<file path="config.mk">
export PLATFORM = sky130hd
export DESIGN_NAME = ex_stage
export DESIGN_NICKNAME = d
export VERILOG_FILES = /design/src/rtl/ex_pkg.sv /design/src/rtl/ex_mul_iter.sv /design/src/rtl/ex_stage.sv
export SDC_FILE = /design/constraint.sdc
export NUM_CORES = 1
export LEC_CHECK = 0
export ABC_CLOCK_PERIOD_IN_PS = 3000
export BUFFER_PORTS_ARGS = -buffer_cell sky130_fd_sc_hd__buf_2
export CORE_ASPECT_RATIO = 1.4
export CORE_MARGIN = 4
export CORE_UTILIZATION = 50
export CTS_CLUSTER_SIZE = 10
export DETAILED_ROUTE_END_ITERATION = 8
export PLACE_DENSITY = 0.73
export SYNTH_ARGS = -nofsm -noshare
export SYNTH_HDL_FRONTEND = slang
export SYNTH_SLANG_ARGS = --single-unit
export TNS_END_PERCENT = 5
</file>
<file path="constraint.sdc">
create_clock -name clk -period 3 [get_ports clk]
set_clock_uncertainty 0.05 [all_clocks]
set_input_delay 0.3 -clock clk [delete_from_list [all_inputs] [get_ports clk]]
set_output_delay 0.3 -clock clk [all_outputs]
set_load 0.005 [all_outputs]
</file>
<file path="src/rtl/ex_pkg.sv">
// Shared encodings for the EX stage: ALU op classes, R-type funct codes,
// forwarding selects and the iterative-multiply sequencer states.
package ex_pkg;

    localparam logic [1:0] ALU_ADD   = 2'b00;
    localparam logic [1:0] ALU_SUB   = 2'b01;
    localparam logic [1:0] ALU_FUNCT = 2'b10;
    localparam logic [1:0] ALU_MUL   = 2'b11;

    localparam logic [5:0] FN_ADD = 6'h20;
    localparam logic [5:0] FN_SUB = 6'h22;
    localparam logic [5:0] FN_AND = 6'h24;
    localparam logic [5:0] FN_OR  = 6'h25;
    localparam logic [5:0] FN_SLT = 6'h2A;

    localparam logic [1:0] FWD_REG  = 2'b00;
    localparam logic [1:0] FWD_MEM  = 2'b01;
    localparam logic [1:0] FWD_WB   = 2'b10;
    localparam logic [1:0] FWD_REG2 = 2'b11;

    localparam int MUL_ITERS = 32;

    typedef enum logic [1:0] {
        ST_IDLE = 2'd0,
        ST_MUL  = 2'd1,
        ST_DONE = 2'd2
    } mul_state_t;

    function automatic logic [31:0] fwd_mux(input logic [1:0]  sel,
                                            input logic [31:0] rf,
                                            input logic [31:0] mem,
                                            input logic [31:0] wb);
        logic [31:0] r;
        r = rf;
        case (sel)
            FWD_REG:  r = rf;
            FWD_MEM:  r = mem;
            FWD_WB:   r = wb;
            FWD_REG2: r = rf;
            default:  r = rf;
        endcase
        return r;
    endfunction

endpackage

</file>
<file path="src/rtl/ex_mul_iter.sv">
// Shift-add multiplier datapath, one multiplier bit per cycle; the caller
// owns the iteration count and signals the final step with last.
module ex_mul_iter (
    input  logic        clk,
    input  logic        rst_n,
    input  logic        start,
    input  logic        abort,
    input  logic        last,
    input  logic [31:0] a,
    input  logic [31:0] b,
    output logic        busy,
    output logic        done,
    output logic [31:0] product
);

    logic [31:0] r_a;
    logic [31:0] r_b;
    logic [31:0] r_acc;
    logic        r_busy;
    logic        r_done;

    always_ff @(posedge clk or negedge rst_n) begin
        if (!rst_n) begin
            r_a    <= '0;
            r_b    <= '0;
            r_acc  <= '0;
            r_busy <= 1'b0;
            r_done <= 1'b0;
        end else if (abort) begin
            r_busy <= 1'b0;
            r_done <= 1'b0;
        end else if (start) begin
            r_a    <= a;
            r_b    <= b;
            r_acc  <= '0;
            r_busy <= 1'b1;
            r_done <= 1'b0;
        end else if (r_busy) begin
            // only the low 32 bits are kept, so bits shifted out of r_a are dropped
            if (r_b[0])
                r_acc <= r_acc + r_a;
            r_a <= r_a << 1;
            r_b <= r_b >> 1;
            if (last) begin
                r_busy <= 1'b0;
                r_done <= 1'b1;
            end
        end else begin
            r_done <= 1'b0;
        end
    end

    assign busy    = r_busy;
    assign done    = r_done;
    assign product = r_acc;

endmodule

</file>
<file path="src/rtl/ex_stage.sv">
// Pipeline EX stage: forwarding muxes, single-cycle ALU, iterative multiply
// sequencer with stall/flush handling, and the EX/MEM pipeline register.
module ex_stage
    import ex_pkg::*;
(
    input  logic        clk,
    input  logic        rst_n,
    input  logic [1:0]  WBReg,
    input  logic [2:0]  MReg,
    input  logic [3:0]  EXReg,
    input  logic [4:0]  RsReg,
    input  logic [4:0]  RtReg,
    input  logic [4:0]  RdReg,
    input  logic [31:0] busAReg,
    input  logic [31:0] busBReg,
    input  logic [31:0] busCReg,
    input  logic [31:0] fwd_mem_data,
    input  logic [31:0] fwd_wb_data,
    input  logic [1:0]  fwd_a_sel,
    input  logic [1:0]  fwd_b_sel,
    input  logic        flush,
    output logic        stall,
    output logic [1:0]  WBOut,
    output logic [2:0]  MOut,
    output logic [31:0] ALUOut,
    output logic [31:0] WriteData,
    output logic [4:0]  DstReg,
    output logic        Zero
);

    logic        w_regdst;
    logic [1:0]  w_op;
    logic        w_alusrc;
    logic [5:0]  w_funct;
    logic [31:0] w_opa;
    logic [31:0] w_fwdb;
    logic [31:0] w_opb;
    logic [31:0] w_alu;
    logic [4:0]  w_dst;
    logic        w_unused;

    mul_state_t  r_state;
    mul_state_t  w_next;
    logic [4:0]  r_cnt;
    logic        w_start;
    logic        w_last;
    logic        w_busy;
    logic        w_done;
    logic [31:0] w_prod;

    logic [1:0]  r_wb_lat;
    logic [2:0]  r_m_lat;
    logic [4:0]  r_dst_lat;
    logic [31:0] r_wd_lat;

    logic [1:0]  r_wb;
    logic [2:0]  r_m;
    logic [31:0] r_alu;
    logic [31:0] r_wd;
    logic [4:0]  r_dst;
    logic        r_zero;

    assign w_regdst = EXReg[3];
    assign w_op     = EXReg[2:1];
    assign w_alusrc = EXReg[0];
    assign w_funct  = busCReg[5:0];
    assign w_unused = ^RsReg;

    assign w_opa = fwd_mux(fwd_a_sel, busAReg, fwd_mem_data, fwd_wb_data);
    assign w_fwdb = fwd_mux(fwd_b_sel, busBReg, fwd_mem_data, fwd_wb_data);
    assign w_opb = w_alusrc ? busCReg : w_fwdb;
    assign w_dst = w_regdst ? RdReg : RtReg;

    always_comb begin
        w_alu = '0;
        case (w_op)
            ALU_ADD: w_alu = w_opa + w_opb;
            ALU_SUB: w_alu = w_opa - w_opb;
            ALU_FUNCT: begin
                case (w_funct)
                    FN_ADD:  w_alu = w_opa + w_opb;
                    FN_SUB:  w_alu = w_opa - w_opb;
                    FN_AND:  w_alu = w_opa & w_opb;
                    FN_OR:   w_alu = w_opa | w_opb;
                    FN_SLT:  w_alu = {31'd0, $signed(w_opa) < $signed(w_opb)};
                    default: w_alu = '0;
                endcase
            end
            default: w_alu = '0;
        endcase
    end

    // Multiply sequencer: IDLE latches operands, MUL runs 32 steps, DONE writes back.
    assign w_start = (r_state == ST_IDLE) && (w_op == ALU_MUL) && !flush;
    assign w_last  = (r_cnt == 5'(MUL_ITERS - 1));

    always_comb begin
        w_next = r_state;
        case (r_state)
            ST_IDLE: if (w_op == ALU_MUL) w_next = ST_MUL;
            ST_MUL:  if (w_last) w_next = ST_DONE;
            ST_DONE: w_next = ST_IDLE;
            default: w_next = ST_IDLE;
        endcase
        if (flush)
            w_next = ST_IDLE;
    end

    always_ff @(posedge clk or negedge rst_n) begin
        if (!rst_n) begin
            r_state <= ST_IDLE;
            r_cnt   <= '0;
        end else begin
            r_state <= w_next;
            if (flush || w_start)
                r_cnt <= '0;
            else if (r_state == ST_MUL)
                r_cnt <= r_cnt + 5'd1;
        end
    end

    ex_mul_iter u_mul (
        .clk     (clk),
        .rst_n   (rst_n),
        .start   (w_start),
        .abort   (flush),
        .last    (w_last),
        .a       (w_opa),
        .b       (w_opb),
        .busy    (w_busy),
        .done    (w_done),
        .product (w_prod)
    );

    // Reset and flush both silence stall so upstream never freezes on a dead op.
    assign stall = rst_n && !flush &&
                   (((r_state == ST_IDLE) && (w_op == ALU_MUL)) ||
                    ((r_state == ST_MUL) && w_busy));

    always_ff @(posedge clk or negedge rst_n) begin
        if (!rst_n) begin
            r_wb_lat  <= '0;
            r_m_lat   <= '0;
            r_dst_lat <= '0;
            r_wd_lat  <= '0;
        end else if (w_start) begin
            r_wb_lat  <= WBReg;
            r_m_lat   <= MReg;
            r_dst_lat <= w_dst;
            r_wd_lat  <= w_fwdb;
        end
    end

    always_ff @(posedge clk or negedge rst_n) begin
        if (!rst_n) begin
            r_wb   <= '0;
            r_m    <= '0;
            r_alu  <= '0;
            r_wd   <= '0;
            r_dst  <= '0;
            r_zero <= 1'b0;
        end else if (flush) begin
            r_wb <= '0;
            r_m  <= '0;
        end else if ((r_state == ST_DONE) && w_done) begin
            r_wb   <= r_wb_lat;
            r_m    <= r_m_lat;
            r_alu  <= w_prod;
            r_wd   <= r_wd_lat;
            r_dst  <= r_dst_lat;
            r_zero <= (w_prod == 32'd0);
        end else if (stall) begin
            r_wb <= '0;
            r_m  <= '0;
        end else begin
            r_wb   <= WBReg;
            r_m    <= MReg;
            r_alu  <= w_alu;
            r_wd   <= w_fwdb;
            r_dst  <= w_dst;
            r_zero <= (w_alu == 32'd0);
        end
    end

    assign WBOut     = r_wb;
    assign MOut      = r_m;
    assign ALUOut    = r_alu;
    assign WriteData = r_wd;
    assign DstReg    = r_dst;
    assign Zero      = r_zero;

endmodule

</file>
==> out/results.md <==
* 0.524 mV — maximum resistive drop on vdd
* 71.5% — fin util
* 4290 ps — minimum clock period
* 90 — Netlist cell types
* 7.72 um2 — mean instance size in the synthesized netlist
* flop — critical path endpoint category
* 3 — number of buffers on the longest clock path
* dfrtp_1, ha_1, a21oi_1, o21ai_0, nand2_1 — cell types with the largest area share after synthesis
* dfrtp_1 — most instantiated flip-flop cell in the synthesis netlist
* 5 — first drt pass iteration count
* 533 nW/um2 — total power density per cell area
* 0 — final hold violation count
* 3450 ps — required time of the worst setup path
* 20,538 — vias in the first global route
* 234 um — die extent in y
* 2,355 — Mapped Cells
* 37 — Setup Viol. Count Final
* 23,900 um2 — placed inst area
* 33.7 ps — worst hold slack across all endpoints
* 16 — worst-path fanout max
* 1.93% — Post-Synth XOR/XNOR Area
* 100% — share of synthesized registers carrying an async set or reset
* 267 — number of top-level pins
* 60 ps — clock transition at the register clock pins on the worst setup and hold paths after CTS
* 33.2% — Max transition margin
* 30.6% — part of the Yosys area used for sequential elements
* 2.99% — portion of netlist area occupied by mux cells
* 21.4 um — WL/cell
* 0.0137 W — PnR Total Power
* 0 — remaining antenna violation count
* 2,696 — nets in the synthesized netlist
* 20,945 — vias post-DR
* 143% — share of the clock period used by the worst path
* 360 ps — crit-path max cell delay
* compound AO/OA/AOI/OAI gates — largest family of logic cells by synthesized area
* negative setup slack — violated checks
* 1000 ps — transition time of the tightest slew-check pin
* 82 — # rows
* 39,500 um2 — DIE AREA
* 18,200 um2 — cell area after synthesis
* 10.5% — post-synthesis adder-cell area fraction
* input pin — Critical Path Start Type
* 570 ps — clock network latency to the later pin of the worst-skew pair
* 5.93 — routed via count divided by cell count
* 222 — register bit count reported by yosys
* 1,845 — DRC violation total after the first TritonRoute iteration
* 0 — final slew viol count
* 2,947 — # fillers
* 114,000 um — wire length of the first global-routing pass
* 29.3% — synthesized-area fraction occupied by ao, oa, aoi and oai cells
* buf_4 — Most Frequent Cell on Critical Path
* 3,473 — total placed cells including tap cells
* 233 MHz — Max Clock Freq
* 3,410 — Nets
* 0 — sum of overflow across all layers after global routing
* 34.1% — proportion of layout cells with a drive suffix above 1
* 59,700 um — placed wire-length estimate after detailed placement
* nor4bb_4 — cell type of the slowest stage on the worst timing path
* 0 — DRC viols
* 35,800 um2 — floorplan core area
* clkbuf_16 — CTS Root Buffer Type
* 3,534 — non-filler instance count after layout
* 4740 ps — data arrival time of the critical path
* 0 — max-capacitance violation count
* 261 — number of buffer cells added on primary ports
* 169 um — width of the die
* 1.04 — routability congestion estimate
* 30.6% — share of Yosys cell area claimed by the top area cell type
* fwd_b_sel[1] — timing startpoint of the critical path
* 50.7% — Initial Utilization
* 18.8% — Simple-Gate Fraction of Synth Area
* 134 — pin count of the biggest net entering global routing
* 36.8% — total routing usage reported by global routing
* in2reg — class of the most critical setup path
* 75,800 um — Total Wirelength
* 12.6 nW — leakage dissipation
* RdReg[3] — hold path startpoint
* in2reg — path category of the worst min-delay check
* 0 — number of flops mapped to enable cells by yosys
* 1 — # H-tree levels
* -1290 ps — Setup WS post-layout
* 26 — cts bufs inserted
* built — TritonCTS clock tree
* 222 — number of sinks handled by clock tree synthesis
* 41.0% — Layout Area Growth over Synthesis
* 1 — initial antenna violation count
* yes — unrepaired setup endpoints after global routing
* finished, violations left — outcome
* 0 — synth warn
* dfrtp_1 — cell type with the largest total area after synthesis
* 25,600 um2 — Design Area, Final
* u_mul.r_a[0] — worst reg2reg startpoint
## path summary, 6_finish.rpt
check / end / slack, ps / cells after the start
min in group asynchronous: WriteData[28] / 110 / 2
max: Zero / -1290 / 25
max reg2reg: u_mul.product[24] / -140 / 14
min reg2reg: WriteData[30] / 420 / 2
min: r_dst_lat[3] / 30 / 3
max in group asynchronous: u_mul.r_b[4] / 1570 / 3
## cells in the final DEF (no fill, tap or decap), types with 32 or more instances in the layout
cell type	instances
nor2_1	239
a22oi_1	67
mux2i_1	48
o21ai_0	223
nand2_1	309
a21oi_2	39
a21oi_1	222
dfrtp_1	222
inv_1	106
buf_2	258
buf_4	553
ha_1	131
o21ai_1	32
## critical path, delay by kind of cell
kind	cells	cell delay, ps
AO/OA/AOI/OAI	7	1280
adder cells (fa/ha/maj)	2	490
buffers and inverters	7	1040
AND/OR/NAND/NOR	9	1600
## cells in the mapped netlist (5+ instances only)
| cell | count |
|---|---|
| a2111oi_0 | 8 |
| a211oi_1 | 30 |
| a21o_1 | 31 |
| a21oi_1 | 263 |
| a221o_1 | 12 |
| a221oi_1 | 6 |
| a22o_1 | 5 |
| a22oi_1 | 77 |
| a31oi_1 | 11 |
| a41oi_1 | 5 |
| and2_1 | 8 |
| and3_1 | 14 |
| and3b_1 | 5 |
| buf_1 | 16 |
| buf_2 | 8 |
| buf_4 | 8 |
| buf_6 | 5 |
| clkbuf_1 | 117 |
| dfrtp_1 | 222 |
| ha_1 | 147 |
| inv_1 | 109 |
| mux2i_1 | 52 |
| nand2_1 | 310 |
| nand2b_1 | 22 |
| nand3_1 | 33 |
| nand4_1 | 22 |
| nor2_1 | 247 |
| nor2b_1 | 23 |
| nor3_1 | 33 |
| nor4_1 | 15 |
| o211ai_1 | 18 |
| o21a_1 | 22 |
| o21ai_0 | 255 |
| o21ai_1 | 8 |
| o21bai_1 | 12 |
| o221ai_1 | 11 |
| o22ai_1 | 7 |
| o31a_1 | 6 |
| o31ai_1 | 15 |
| or2_2 | 7 |
| or3_1 | 5 |
| xnor2_1 | 19 |
| xor2_1 | 21 |
## per-layer routing
metal | up-vias | share of wire (%) | track usage (%) | wire length [um]
met1 | 10003 | 40 | 46.3 | 30400
met2 | 932 | 48 | 63.7 | 36100
li1 | 9822 | - | - | -
met3 | 188 | 6.8 | 3.94 | 5180
met5 | - | 0 | 0 | 0
met4 | 0 | 5.4 | 16.5 | 4070
## flip-flops by register name (all words and copies together) (netlist names)
name           count
ALUOut            32
DstReg             5
MOut               3
WBOut              2
WriteData         32
Zero               1
r_cnt              5
r_dst_lat          5
r_m_lat            3
r_state            2
r_wb_lat           2
r_wd_lat          32
u_mul.busy         1
u_mul.done         1
u_mul.product     32
u_mul.r_a         32
u_mul.r_b         32
## per-stage QoR
step	setup TNS, ps	worst slack (ps)
after CTS	-18280	-1180
after global routing	-28070	-1540
final	-20660	-1290
after detailed placement	-49600	-2540
after global placement	-46900	-2470
after floorplan	-18000	-1270
## cell type report
class,instances,area (um2),area share [%]
clock inverter,3,51.3,0.200
antenna,1,2.50,0.00977
clock buffer,27,654,2.55
sequential,222,5560,21.7
inverter,111,422,1.65
multi-input combinational,1867,12500,48.7
timing repair buffer,841,5880,22.9
tap,462,578,2.26
## cells by family (layout without fill, tap and decap cells)
family | after synthesis | in the layout
adder cells (fa/ha/maj) | 150 | 150
AND/OR/NAND/NOR | 768 | 768
XOR/XNOR | 40 | 40
other | 0 | 1
buffers and inverters | 266 | 982
AO/OA/AOI/OAI | 855 | 855
multiplexers | 54 | 54
flip-flops | 222 | 222
## report_power, final
part / leakage [nW] / switching (W) / internal (W)
registers: 2.88 / 0.000465 / 0.00362
clock network: 0.347 / 0.00126 / 0.00161
logic: 9.38 / 0.00358 / 0.00313
total: 12.6 / 0.00530 / 0.00836
## repair_timing
item                                   4_1_cts  5_1_grt
resized for setup                          144       43
setup endpoints to repair                   43       42
hold buffers                                10        0
buffers inserted                            16        5
pin swaps                                   57       22
endpoints found under the hold margin       64        0
No activity file was read; power rests on OpenSTA's default activity.
